--- config.mk ---
export PLATFORM = sky130hd
export DESIGN_NAME = time_date_setter_flat
export DESIGN_NICKNAME = d
export VERILOG_FILES = /design/src/rtl/time_date_setter_if.sv /design/src/rtl/time_date_setter.sv /design/src/flat_wrapper.sv
export SDC_FILE = /design/constraint.sdc
export NUM_CORES = 1
export LEC_CHECK = 0
export BUFFER_PORTS_ARGS = -buffer_cell sky130_fd_sc_hd__buf_2
export CELL_PAD_IN_SITES_DETAIL_PLACEMENT = 0
export CELL_PAD_IN_SITES_GLOBAL_PLACEMENT = 1
export CORE_UTILIZATION = 45
export CTS_CLUSTER_SIZE = 20
export DETAILED_ROUTE_END_ITERATION = 10
export GPL_TIMING_DRIVEN = 0
export PLACE_DENSITY = 0.75
export RECOVER_POWER = 50
export SLEW_MARGIN = 10
export SYNTH_ARGS = -nofsm -noshare
export SYNTH_HDL_FRONTEND = slang
export SYNTH_SLANG_ARGS = --single-unit
--- constraint.sdc ---
create_clock -name clk -period 11.7 [get_ports clk]
set_input_delay 0.585 -clock clk [delete_from_list [all_inputs] [get_ports clk]]
set_output_delay 0.585 -clock clk [all_outputs]
set_load 0.02 [all_outputs]
--- src/rtl/time_date_setter_if.sv ---
// Front-panel editor bus: debounced buttons and keys, live time/date in,
// edit buffers, write strobes and field/blink status out.
interface time_date_setter_if;
  logic        btn_mode;
  logic        btn_cancel;
  logic        key_up;
  logic        key_down;
  logic [16:0] time_in;
  logic [20:0] date_in;
  logic [16:0] time_out;
  logic [20:0] date_out;
  logic        time_ow;
  logic        date_ow;
  logic [2:0]  edit_field;
  logic        blink;

  modport master (
    output btn_mode, btn_cancel, key_up, key_down, time_in, date_in,
    input  time_out, date_out, time_ow, date_ow, edit_field, blink
  );
  modport slave (
    input  btn_mode, btn_cancel, key_up, key_down, time_in, date_in,
    output time_out, date_out, time_ow, date_ow, edit_field, blink
  );
endinterface

--- src/rtl/time_date_setter.sv ---
// Time/date field editor: snapshot live values, step fields with wrap and
// auto-repeat, then issue one-cycle overwrite strobes on commit.
module time_date_key_step #(
  parameter int REPEAT_DELAY  = 50_000_000,
  parameter int REPEAT_PERIOD = 10_000_000
) (
  input  logic clk,
  input  logic rst,
  input  logic key,
  input  logic block,
  output logic step,
  output logic key_edge
);
  logic        key_q, rep;
  logic [31:0] rcnt;
  logic        fire;

  assign fire     = key && key_q && !block &&
                    (rep ? (rcnt == 32'(REPEAT_PERIOD)) : (rcnt == 32'(REPEAT_DELAY)));
  assign step     = key && !block && (!key_q || fire);
  assign key_edge = key ^ key_q;

  // rcnt equals the number of cycles since the press (or since the last repeat step)
  always_ff @(posedge clk or negedge rst)
    if (!rst) begin
      key_q <= 1'b0;
      rep   <= 1'b0;
      rcnt  <= '0;
    end else begin
      key_q <= key;
      if (!key || block) begin
        rcnt <= '0;
        rep  <= 1'b0;
      end else if (!key_q) begin
        rcnt <= 32'd1;
        rep  <= 1'b0;
      end else if (fire) begin
        rcnt <= 32'd1;
        rep  <= 1'b1;
      end else begin
        rcnt <= rcnt + 32'd1;
      end
    end
endmodule

module time_date_setter #(
  parameter int REPEAT_DELAY  = 50_000_000,
  parameter int REPEAT_PERIOD = 10_000_000,
  parameter int BLINK_HALF    = 25_000_000,
  parameter int TIMEOUT       = 1_500_000_000
) (
  input logic clk,
  input logic rst,
  time_date_setter_if.slave bus
);
  typedef enum logic [2:0] {
    S_IDLE = 3'd0, S_HOUR = 3'd1, S_MIN = 3'd2, S_YEAR = 3'd3,
    S_MONTH = 3'd4, S_DAY = 3'd5, S_COMMIT = 3'd6
  } state_t;

  state_t      state, state_n;
  logic [4:0]  hh, hh_n, dd, dd_n, dmax, dd_c, day_in;
  logic [5:0]  mm, mm_n;
  logic [11:0] yr, yr_n;
  logic [3:0]  mo, mo_n, mo_c;
  logic [31:0] to_cnt, bcnt;
  logic        blink_q;
  logic        edit, to_hit, abort, do_step, up;
  logic [1:0]  keys, step, kedge;

  function automatic logic [4:0] dim_f(input logic [3:0] m, input logic [11:0] y);
    case (m)
      4'd4, 4'd6, 4'd9, 4'd11: dim_f = 5'd30;
      4'd2:                    dim_f = (y[1:0] == 2'b00) ? 5'd29 : 5'd28;
      default:                 dim_f = 5'd31;
    endcase
  endfunction

  assign keys = {bus.key_down, bus.key_up};

  for (genvar k = 0; k < 2; k++) begin : g_key
    time_date_key_step #(.REPEAT_DELAY(REPEAT_DELAY), .REPEAT_PERIOD(REPEAT_PERIOD)) u_key (
      .clk(clk), .rst(rst), .key(keys[k]), .block(&keys),
      .step(step[k]), .key_edge(kedge[k])
    );
  end

  assign edit    = (state >= S_HOUR) && (state <= S_DAY);
  assign to_hit  = edit && (to_cnt == 32'(TIMEOUT - 1));
  assign abort   = edit && (bus.btn_cancel || to_hit);
  assign do_step = edit && !abort && !bus.btn_mode && (|step);
  assign up      = step[0];

  // Snapshot clamp: out-of-range fields fall back to their minimum
  assign day_in = bus.date_in[20:16];
  assign mo_c   = (bus.date_in[15:12] == 4'd0 || bus.date_in[15:12] > 4'd12) ? 4'd1 : bus.date_in[15:12];
  assign dd_c   = (day_in == 5'd0 || day_in > dim_f(mo_c, bus.date_in[11:0])) ? 5'd1 : day_in;

  always_comb begin
    state_n = state;
    case (state)
      S_IDLE:   if (bus.btn_mode) state_n = S_HOUR;
      S_COMMIT: state_n = S_IDLE;
      default:
        if (abort) state_n = S_IDLE;
        else if (bus.btn_mode) state_n = (state == S_DAY) ? S_COMMIT : state_t'(state + 3'd1);
    endcase
  end

  always_comb begin
    hh_n = hh; mm_n = mm; yr_n = yr; mo_n = mo; dd_n = dd;
    dmax = dim_f(mo, yr);
    if (state == S_IDLE && bus.btn_mode) begin
      hh_n = (bus.time_in[16:12] > 5'd23) ? 5'd0 : bus.time_in[16:12];
      mm_n = (bus.time_in[11:6] > 6'd59) ? 6'd0 : bus.time_in[11:6];
      yr_n = bus.date_in[11:0];
      mo_n = mo_c;
      dd_n = dd_c;
    end else if (do_step) begin
      case (state)
        S_HOUR: hh_n = up ? ((hh >= 5'd23) ? 5'd0 : hh + 5'd1) : ((hh == 5'd0) ? 5'd23 : hh - 5'd1);
        S_MIN:  mm_n = up ? ((mm >= 6'd59) ? 6'd0 : mm + 6'd1) : ((mm == 6'd0) ? 6'd59 : mm - 6'd1);
        S_YEAR: yr_n = up ? yr + 12'd1 : yr - 12'd1;
        S_MONTH: mo_n = up ? ((mo >= 4'd12) ? 4'd1 : mo + 4'd1) : ((mo <= 4'd1) ? 4'd12 : mo - 4'd1);
        S_DAY:  dd_n = up ? ((dd >= dmax) ? 5'd1 : dd + 5'd1) : ((dd <= 5'd1) ? dmax : dd - 5'd1);
        default: ;
      endcase
      // Month/year changes pull the day back inside the new month
      if (state == S_YEAR || state == S_MONTH) begin
        dmax = dim_f(mo_n, yr_n);
        if (dd > dmax) dd_n = dmax;
      end
    end
  end

  always_ff @(posedge clk or negedge rst)
    if (!rst) begin
      state   <= S_IDLE;
      hh      <= '0;
      mm      <= '0;
      yr      <= '0;
      mo      <= 4'd1;
      dd      <= 5'd1;
      to_cnt  <= '0;
      bcnt    <= '0;
      blink_q <= 1'b0;
    end else begin
      state <= state_n;
      hh <= hh_n; mm <= mm_n; yr <= yr_n; mo <= mo_n; dd <= dd_n;
      if (!edit || bus.btn_mode || (|step) || (|kedge)) to_cnt <= '0;
      else to_cnt <= to_cnt + 32'd1;
      if (!edit || state_n != state) begin
        bcnt    <= '0;
        blink_q <= 1'b0;
      end else if (bcnt == 32'(BLINK_HALF - 1)) begin
        bcnt    <= '0;
        blink_q <= ~blink_q;
      end else begin
        bcnt <= bcnt + 32'd1;
      end
    end

  assign bus.time_out   = {hh, mm, 6'd0};
  assign bus.date_out   = {dd, mo, yr};
  assign bus.time_ow    = (state == S_COMMIT);
  assign bus.date_ow    = (state == S_COMMIT);
  assign bus.edit_field = (state == S_COMMIT) ? 3'd0 : state;
  assign bus.blink      = blink_q;
endmodule

--- src/flat_wrapper.sv ---
// flat-port wrapper written by rule: the top's interface ports become plain ports
module time_date_setter_flat 
#(
  parameter int REPEAT_DELAY  = 50_000_000,
  parameter int REPEAT_PERIOD = 10_000_000,
  parameter int BLINK_HALF    = 25_000_000,
  parameter int TIMEOUT       = 1_500_000_000
)
  (clk, rst, bus_btn_mode, bus_btn_cancel, bus_key_up, bus_key_down, bus_time_in, bus_date_in, bus_time_out, bus_date_out, bus_time_ow, bus_date_ow, bus_edit_field, bus_blink);
  time_date_setter_if bus_i ();
  input logic clk;
  input logic rst;
  input wire logic [$bits(bus_i.btn_mode)-1:0] bus_btn_mode;
  input wire logic [$bits(bus_i.btn_cancel)-1:0] bus_btn_cancel;
  input wire logic [$bits(bus_i.key_up)-1:0] bus_key_up;
  input wire logic [$bits(bus_i.key_down)-1:0] bus_key_down;
  input wire logic [$bits(bus_i.time_in)-1:0] bus_time_in;
  input wire logic [$bits(bus_i.date_in)-1:0] bus_date_in;
  output wire logic [$bits(bus_i.time_out)-1:0] bus_time_out;
  output wire logic [$bits(bus_i.date_out)-1:0] bus_date_out;
  output wire logic [$bits(bus_i.time_ow)-1:0] bus_time_ow;
  output wire logic [$bits(bus_i.date_ow)-1:0] bus_date_ow;
  output wire logic [$bits(bus_i.edit_field)-1:0] bus_edit_field;
  output wire logic [$bits(bus_i.blink)-1:0] bus_blink;
  assign bus_i.btn_mode = bus_btn_mode;
  assign bus_i.btn_cancel = bus_btn_cancel;
  assign bus_i.key_up = bus_key_up;
  assign bus_i.key_down = bus_key_down;
  assign bus_i.time_in = bus_time_in;
  assign bus_i.date_in = bus_date_in;
  assign bus_time_out = bus_i.time_out;
  assign bus_date_out = bus_i.date_out;
  assign bus_time_ow = bus_i.time_ow;
  assign bus_date_ow = bus_i.date_ow;
  assign bus_edit_field = bus_i.edit_field;
  assign bus_blink = bus_i.blink;
  time_date_setter #(.REPEAT_DELAY(REPEAT_DELAY), .REPEAT_PERIOD(REPEAT_PERIOD), .BLINK_HALF(BLINK_HALF), .TIMEOUT(TIMEOUT)) u_core (.clk(clk), .rst(rst), .bus(bus_i));
endmodule
# ---- Word level (Yosys, flattened, before mapping)
# Cells that the tools add are included.
dict set report word_totals {
  regBits 168
  out_inout_bits 44
  word_cells 208
}
dict set report op_classes {
  n_eq_ne 30
  order_cmp 13
  n_addsub 15
  n_reduce_logical 59
  n_mux 72
  bitwise 3
}
# op n
set op_table {}
lappend op_table {{32-bit two-way mux} 9}
lappend op_table {{32-bit by 1-bit adder with 32-bit output, second input constant} 4}
lappend op_table {{5-bit two-way mux} 19}
lappend op_table {{12-bit two-way mux} 6}
lappend op_table {{32-bit by 24-bit == test with 1-bit output, second input constant} 2}
lappend op_table {{32-bit by 26-bit == test with 1-bit output, second input constant} 2}
lappend op_table {{6-bit two-way mux} 7}
lappend op_table {{4-bit two-way mux} 9}
lappend op_table {{32-bit by 25-bit == test with 1-bit output, second input constant} 1}
lappend op_table {{32-bit by 31-bit == test with 1-bit output, second input constant} 1}
lappend op_table {{5-bit case mux with 2 select lines} 3}
lappend op_table {{4-bit by 3-bit == test with 1-bit output, second input constant} 6}
lappend op_table {{4-bit == test, second input constant} 6}
lappend op_table {{1-bit logical AND} 17}
lappend op_table {{3-bit two-way mux} 5}
lappend op_table {{1-bit two-way mux} 13}
lappend op_table {{12-bit by 1-bit adder with 12-bit output, second input constant} 1}
lappend op_table {{4-bit by 2-bit == test with 1-bit output, second input constant} 3}
lappend op_table {{1-bit logical OR} 12}
lappend op_table {{4-bit OR reduction} 3}
lappend op_table {{12-bit by 1-bit subtractor with 12-bit output, second input constant} 1}
lappend op_table {{5-bit by 1-bit adder with 5-bit output, second input constant} 2}
lappend op_table {{5-bit greater-than comparator} 2}
lappend op_table {{5-bit zero test} 2}
lappend op_table {{other kinds (33)} 56}

# ---- Logic depth before layout (Yosys ltp)
# Gate-level depths: netlist of the first run.
dict set report logic_depth {
  word_depth 22
  mapped_depth 22
  mapped_depth_nobuf 20
}

# ---- Hierarchy
# Synthesis of the first run repeated with hierarchy kept, for this count alone.
dict set report hier_totals {
  cells_unflattened 1169
  area_unflattened_um2 10628.9
}
# module cells_per_inst area_each_um2 seq_area_each_um2 instances
set modules_own_cells {}
lappend modules_own_cells {time_date_setter 807 6975.4 2504.9 1}
lappend modules_own_cells {time_date_key_step 181 1826.8 850.8 2}

# ---- Worst setup path before layout of the first run
# OpenSTA, ideal clock, no wires.
dict set report synth_path {
  kind {register to register}
  start {register u_core.g_key[0].u_key.rcnt[17]}
  end {register u_core.dd[1]}
  path_buffers 2
  required_time_ns 11.613
  arrival_ns 4.470
  stages_incl_launch_ff 19
  setup_time_ns 0.087
  setup_slack_ns 7.144
  cell_sequence {dfrtp_1 or4_4 nor4_4 o211ai_2 a21oi_4 inv_2 buf_2 buf_1 fa_1 inv_1 a31o_2 o221ai_1 a21oi_1 ha_1 a2111o_1 nand2_1 a21oi_1 a211o_1 o211ai_1}
}
dict set report synth_between {
  elab_chain_len 20
  elab_cells_between_ends 36
}
# item line_no
set synth_rtl {}
lappend synth_rtl {{start: declaration} time_date_setter.sv:15} ;# logic [31:0] rcnt;
lappend synth_rtl {{start signal: assignment} time_date_setter.sv:41} ;# rcnt <= rcnt + 32'd1;
lappend synth_rtl {{32-bit by 26-bit == test with 1-bit output or 32-bit by 24-bit == test with 1-bit output (tied branches)} time_date_setter.sv:19} ;# (rep ? (rcnt == 32'(REPEAT_PERIOD)) : (rcnt == 32'(REPEAT_DELAY)));
lappend synth_rtl {{1-bit two-way mux *} time_date_setter.sv:19}
lappend synth_rtl {{1-bit logical AND *} time_date_setter.sv:18} ;# assign fire = key && key_q && !block &&
lappend synth_rtl {{1-bit logical OR *} time_date_setter.sv:20} ;# assign step = key && !block && (!key_q || fire);
lappend synth_rtl {{1-bit logical AND *} time_date_setter.sv:20}
lappend synth_rtl {{4-bit two-way mux or 12-bit two-way mux (tied branches)} {time_date_setter.sv:124, time_date_setter.sv:123}}
lappend synth_rtl {{4-bit two-way mux or 12-bit two-way mux (tied branches)} time_date_setter.sv:120} ;# case (state)
lappend synth_rtl {{4-bit two-way mux or 12-bit two-way mux (tied branches)} time_date_setter.sv:119} ;# end else if (do_step) begin
lappend synth_rtl {{[... 4 more ...]} --}
lappend synth_rtl {{5-bit two-way mux} time_date_setter.sv:129} ;# if (state == S_YEAR || state == S_MONTH) begin
lappend synth_rtl {{5-bit two-way mux} time_date_setter.sv:119}
lappend synth_rtl {{5-bit two-way mux} time_date_setter.sv:113} ;# if (state == S_IDLE && bus.btn_mode) begin
lappend synth_rtl {{5-bit greater-than comparator} time_date_setter.sv:131} ;# if (dd > dmax) dd_n = dmax;
lappend synth_rtl {{5-bit two-way mux} time_date_setter.sv:131}
lappend synth_rtl {{5-bit two-way mux} time_date_setter.sv:129}
lappend synth_rtl {{5-bit two-way mux} time_date_setter.sv:119}
lappend synth_rtl {{5-bit two-way mux} time_date_setter.sv:113}
lappend synth_rtl {{end signal: assignment} time_date_setter.sv:149} ;# hh <= hh_n; mm <= mm_n; yr <= yr_n; mo <= mo_n; dd <= dd_n;
lappend synth_rtl {{end: declaration} time_date_setter.sv:62} ;# logic [4:0] hh, hh_n, dd, dd_n, dmax, dd_c, day_in;
# Mark *: on every way between the ends. The rest lies on a longest branch, timed or not. The select of a mux whose other input is x is not followed.
# A chain may end at the register's enable or synchronous reset.

# ---- Worst setup path in the final report of the first run
# Same ends and word-level chain as after synthesis.

==> results.toml, run 1 <==
[placement]
routabilityCongestion = 0.8481
io_buffers = 75
dp_hpwl_mm = 17.61

[detailed_routing]
via_count = 8635
drc = 0
final_antenna_net_count = 0
post_drt_wl_per_cell_um = 15.83
drt_iter0_markers = 580
drt_wl_total_mm = 24.80
dr.pass1.iters = 5
viasPerCell = 5.511

[logic_synthesis]
synth_edf_count = 0
synth_area_leaders = "dfrtp_1 40%, nor2_1 7.2%, xor2_1 6.4%"
yosysTopAreaCell = "dfrtp_1"
synth_area_um2 = 10400
synth_fa_ha_area_share_pct = 5.123
synth-compound-area-share_pct = 12.94
synth_xor_area_share_pct = 10.86
synth_top_family_by_area = "simple AND/OR/NAND/NOR gates"
synth_flop_cell = "dfrtp_1"
syn_inst = 1169
synth_top_area_share_pct = 39.93
synth_warnings = 0
synthMuxAreaShare_pct = 1.227
synthArstFlopShare_pct = 100.0
yosysSeqAreaShare_pct = 40.43
ys_ff_latch = 168
synth.distinct_cells = 83
synthSimpleGateAreaFrac_pct = 25.68
syn_avg_cell_area_um2 = 8.900

[global_routing]
antenna_found_initial = 0
grt_pass1_vias = 8222
grt_max_degree = 87
grt_usage_pct = 21.91
grt_pass1_wl_mm = 41.91
grt-ovfl-total = 0

[critical_path]
path_class = "reg -> reg"
worstSetupStartpointType = "flop"
cp.arrival_ns = 5.73
required_ns = 12.05
end_kind = "flop"
worstPathMaxFanout = 20

[timing]
drv_slew = 83
rsz0062_at_grt = "false"
fmax_mhz = 185.9
worst_pin_slew_ns = 4.602
relSlewSlack_pct = -206.8
min_period_ns = 5.378
fin_crit_sh_pct = 45.97
setup_viol = 0
fin_skew_ns = 0.01729
hold_violations = 0
fin_tns_setup_ns = 0

[clock_tree]
cts_buffers = 17
cts-root-buf = "clkbuf_16"
cts_resized = 0
cts_sinks = 168
cts.clk_slew.worst_paths_ns = 0.08
cts_hold_buf = 0
cts.htree.levels = 4
cts_setup_buffers = 0
clk_latency_ns = 0.44
cts_buffer_depth = 2
cts_tree = "yes"

[pwr]
switching_share_pct = 41.45
p_sw_mw = 0.9687
combPwrFrac_pct = 42.2
p_int_mw = 1.368
power-per-cell-area_nw_per_um2 = 198.2
cellLeakagePower_nw = 4.986
pwr-share-seq_pct = 31.4
clkPwrFrac_pct = 26.4
irDropWorstVdd_mv = 0.1042

[floorplan]
die_x_um = 154.1
rows = 55
die_h_um = 154.1
core_area_um2 = 22640
num_io_pins = 88
die-area_um2 = 23730
initial_utilization_pct = 45.95

[final_layout]
drive_gt1_share_pct = 10.30
num_antenna_cells = 0
layout_common_cells = "200 x nor2_1, 166 x dfrtp_1, 98 x nand2_1, 76 x xor2_1, 63 x buf_2"
area_growth_pct = 13.33
final_common_cell = "nor2_1"
num-nets-final = 1355
fin_util_pct = 52.08

[flow_run]
drv_cap = 1

[outcome]
status = "complete, but fails checks"
violations = "capacitance limit, slew limit"

[min_path]
hold_class = "in -> reg"
metal layers:
layer	GRT usage [%]	vias to the layer above	part of all wire, %
li1	-	4329	-
met1	30.65	4124	49
met2	35.00	152	46
met3	3.861	30	3.7
met4	5.667	0	1.3
met5	0	-	0
cells in the mapped netlist, drive strengths merged (26+ instances only):
cell type	count
o21ai	44
xnor2	53
inv	38
nor3	32
nand3	61
and3	33
a21oi	47
clkbuf	26
xor2	76
ha	41
nor2	200
nand2	98
dfrtp	166
logic make-up after synthesis:
logic type | after synthesis
simple gates | 540
compound gates | 191
flops | 168
xor+xnor | 129
buf+inv | 86
fa+ha+maj | 42
mux | 12
other cells | 1
final timing paths:
path,start,to,slack (ns),depth (start not counted)
min in group asynchronous,rst,u_core.g_key[1].u_key.rcnt[29]$_DFF_PN0_,1.78,1
min reg2reg,u_core.to_cnt[0]$_DFF_PN0_,u_core.to_cnt[0]$_DFF_PN0_,0.50,1
max reg2reg,u_core.g_key[0].u_key.rcnt[17]$_DFF_PN0_,u_core.dd[1]$_DFFE_PN0P_,6.32,18
max in group asynchronous,rst,u_core.dd[1]$_DFFE_PN0P_,7.32,1
min,bus_date_in[4],u_core.yr[4]$_DFFE_PN0P_,0.37,2
max,u_core.g_key[0].u_key.rcnt[17]$_DFF_PN0_,u_core.dd[1]$_DFFE_PN0P_,6.32,18
through the flow:
stage	instances	instance area, um^2	setup WS, ns	power (mW)	hold WS, ns
after floorplan	1174	10420	7.144	1.455	0.2894
after global placement	1534	11150	6.217	1.731	0.4878
after detailed placement	1535	11190	6.209	1.732	0.4926
after CTS	1567	11830	6.287	2.363	0.1503
after global routing	1567	11790	5.896	2.516	0.3612
final	1567	11790	6.322	2.337	0.3736
area by class of cell:
class | count | area, um^2
sequential | 168 | 4207
inverter | 38 | 142.6
tap | 285 | 356.6
clock inverter | 15 | 207.7
clock buffer | 17 | 425.4
timing repair buffer | 76 | 377.9
fill | 2153 | 10850
multi-input combinational | 920 | 5831
buffer | 48 | 242.7
critical path, stage by stage, from the launching register on:
cell and delay, ns:
dfrtp_1 0.47, or4_4 0.55, nor4_4 0.21, o211ai_2 0.19, a21oi_4 0.37, inv_2 0.12, buf_2 0.22, buf_1 0.51
fa_1 0.68, inv_1 0.05, a31o_2 0.25, o221ai_1 0.16, a21oi_1 0.12, ha_1 0.28, a2111o_1 0.46, nand2_1 0.13
a21oi_1 0.05, a211o_1 0.30, o211ai_1 0.16
sequential cells by signal, summed over array words and instances (netlist names):
name                      flops
u_core.g_key.u_key.rcnt      64
u_core.bcnt                  32
u_core.to_cnt                32
u_core.yr                    12
u_core.mm                     6
u_core.dd                     5
u_core.hh                     5
u_core.mo                     4
u_core.state                  3
u_core.g_key.u_key.key_q      2
u_core.g_key.u_key.rep        2
u_core.bus.blink              1
power by group through the flow:
stage,combinational (mW),sequential [mW],clock [mW]
after floorplan,0.666,0.789,0
after global placement,0.987,0.744,0
after detailed placement,0.988,0.744,0
after CTS,0.995,0.734,0.634
after global routing,1.11,0.748,0.657
final,0.986,0.735,0.616
No activity file was read; power rests on OpenSTA's default activity.
==> run 2: changes to the inputs <==
clock period = 5.1 ns   (was 11.7 ns; I/O delays follow)
==> run 2 against run 1 <==
Effect of this change:
- the run still ends with capacitance limit, slew limit left
- first-iteration DRC count shrank 7.1%
- global-route usage is essentially flat
- maximum frequency grew 17%
- flip-flop and latch count is the same
- clock power grew 130%
- utilization grew 0.13 points
- clock skew is essentially flat
- critical path depth is the same
- final area grew 0.24%
- critical path type unchanged
- setup slack lost 5.8 ns
- cell count grew 0.19%
==> results.toml, run 2 (same netlist as run 1, synthesis figures left out) <==
[outcome]
status = "complete, but fails checks"
violations = "capacitance limit, slew limit"

[pwr]
cellLeakagePower_nw = 4.991
irDropWorstVdd_mv = 0.2395
switching_share_pct = 41.48
pwr-share-seq_pct = 31.5
p_sw_mw = 2.220
clkPwrFrac_pct = 26.4
combPwrFrac_pct = 42.1
p_int_mw = 3.132
power-per-cell-area_nw_per_um2 = 452.8

[final_layout]
final_common_cell = "nor2_1"
largest_register_ffs = 64
final_cells = 1570
fin_util_pct = 52.20
nFillCells = 2157
largest_register = "u_core.g_key.u_key.rcnt"
num-nets-final = 1358
num_antenna_cells = 0
area_growth_pct = 13.60
drive_gt1_share_pct = 9.805
top_regs = "u_core.g_key.u_key.rcnt (64), u_core.bcnt (32), u_core.to_cnt (32)"
layout_common_cells = "200 x nor2_1, 166 x dfrtp_1, 98 x nand2_1, 76 x xor2_1, 61 x nand3_1"

[timing]
whs_ns = 0.04691
hold_violations = 0
fmax_mhz = 218.0
relSlewSlack_pct = -153.7
fin_skew_ns = 0.01716
fin_crit_sh_pct = 89.96
drv_slew = 83
rsz0062_at_grt = "false"
setup_viol = 0
worst_pin_slew_ns = 3.806
min_period_ns = 4.588

[critical_path]
worstReg2RegStart = "u_core.g_key[0].u_key.rcnt[17]$_DFF_PN0_"
worstPathMaxFanout = 31
r2r_end = "u_core.dd[1]$_DFFE_PN0P_"
r2r_cells = 18
worstSetupStartpointType = "flop"
required_ns = 5.45
end_kind = "flop"
path_class = "reg -> reg"
rrSetupSlack_ns = 0.51
cp.arrival_ns = 4.94

[global_routing]
grt_pass1_vias = 8234
grt_use_met1_pct = 30.65
grt-ovfl-total = 0
grt_pass1_wl_mm = 41.94
grt_max_degree = 87
busiest_layer = "met2"
grt_usage_pct = 21.92
use_met2_pct = 35.04
antenna_found_initial = 0
grtUsageMet3_pct = 3.861

[floorplan]
core_area_um2 = 22640
die_x_um = 154.1
die_h_um = 154.1
die-area_um2 = 23730
initial_utilization_pct = 45.95
rows = 55
num_io_pins = 88

[placement]
routabilityCongestion = 0.8481
io_buffers = 75
dp_cells = 1535
dp_hpwl_mm = 17.61

[detailed_routing]
drt_wl_total_mm = 24.62
viasPerCell = 5.475
dr.pass1.iters = 5
final_antenna_net_count = 0
drc = 0
via_count = 8596
drt_iter0_markers = 539
post_drt_wl_per_cell_um = 15.68

[clock_tree]
cts-root-buf = "clkbuf_16"
cts_sinks = 168
cts_buffers = 17
cts.clk_slew.worst_paths_ns = 0.08
cts_buffer_depth = 2
cts_tree = "yes"
cts.htree.levels = 4
clk_latency_ns = 0.43

[min_path]
min_to = "u_core.yr[4]$_DFFE_PN0P_"
hold_class = "in -> reg"
hold_path_depth = 2
holdCritStartpoint = "bus_date_in[4]"

[flow_run]
drv_cap = 1
[run 2: how the worst max path moves through the flow]
stage,from,end,cells after the start,slack [ns]
after floorplan,u_core.g_key[0].u_key.rcnt[17]$_DFF_PN0_,u_core.dd[1]$_DFFE_PN0P_,18,0.54
after global placement,u_core.g_key[0].u_key.rcnt[17]$_DFF_PN0_,u_core.dd[1]$_DFFE_PN0P_,18,-0.27
after detailed placement,u_core.g_key[0].u_key.rcnt[17]$_DFF_PN0_,u_core.dd[1]$_DFFE_PN0P_,18,-0.27
after CTS,u_core.g_key[0].u_key.rcnt[17]$_DFF_PN0_,u_core.dd[1]$_DFFE_PN0P_,18,0.05
after global routing,u_core.g_key[0].u_key.rcnt[17]$_DFF_PN0_,u_core.dd[1]$_DFFE_PN0P_,18,0.18
final,u_core.g_key[0].u_key.rcnt[17]$_DFF_PN0_,u_core.dd[1]$_DFFE_PN0P_,18,0.51
[run 2: per-stage QoR]
step | setup TNS [ns] | cell area, um^2 | worst slack [ns] | power [mW]
2_1_floorplan | 0 | 10420 | 0.5439 | 3.338
3_3_place_gp | -0.7600 | 11150 | -0.2706 | 3.972
3_5_place_dp | -0.7451 | 11190 | -0.2749 | 3.973
4_1_cts | 0 | 11840 | 0.04805 | 5.421
5_1_grt | 0 | 11820 | 0.1771 | 5.768
6_report | 0 | 11820 | 0.5119 | 5.351
[run 2: metal layers]
layer  vias to the layer above  wire, um
li1                       4329         -
met1                      4092     12070
met2                       146     11410
met3                        29       858
met4                         0       279
met5                         -         0
[run 2: repair_timing]
item                                    CTS  global route
hold endpoints to repair                 81             0
resized for setup                         4             0
setup buffers                             0             4
hold buffers                              1             0
endpoints found under the setup margin    6             5
pin swaps                                 0             1
[run 2: power groups by stage]
stage | Sequential [mW] | Combinational, mW | Clock [mW]
after floorplan | 1.81 | 1.53 | 0
after CTS | 1.68 | 2.28 | 1.45
after global routing | 1.72 | 2.54 | 1.51
after detailed placement | 1.71 | 2.27 | 0
final | 1.69 | 2.25 | 1.41
after global placement | 1.71 | 2.26 | 0
[run 2: critical path: stages, from the launching register on]
cell and delay, ns:
dfrtp_1 0.47, or4_4 0.55, nor4_4 0.21, o211ai_2 0.18, a21oi_4 0.23, inv_2 0.29
fa_1 0.58, inv_1 0.05, a31o_2 0.25, o221ai_1 0.15, a21oi_1 0.12, ha_1 0.19
inv_1 0.05, a21oi_1 0.06, a2111o_1 0.44, nand2_1 0.13, a21oi_1 0.05, a211o_1 0.30
o211ai_1 0.16
[run 2: area by class of cell]
cell class | count | area, um^2 | share of cell area [%]
inverter | 38 | 142.6 | 1.207
multi-input combinational | 920 | 5831 | 49.33
sequential | 168 | 4207 | 35.59
clock inverter | 15 | 207.7 | 1.757
buffer | 46 | 234.0 | 1.980
timing repair buffer | 81 | 415.4 | 3.515
tap | 285 | 356.6 | 3.017
clock buffer | 17 | 425.4 | 3.599
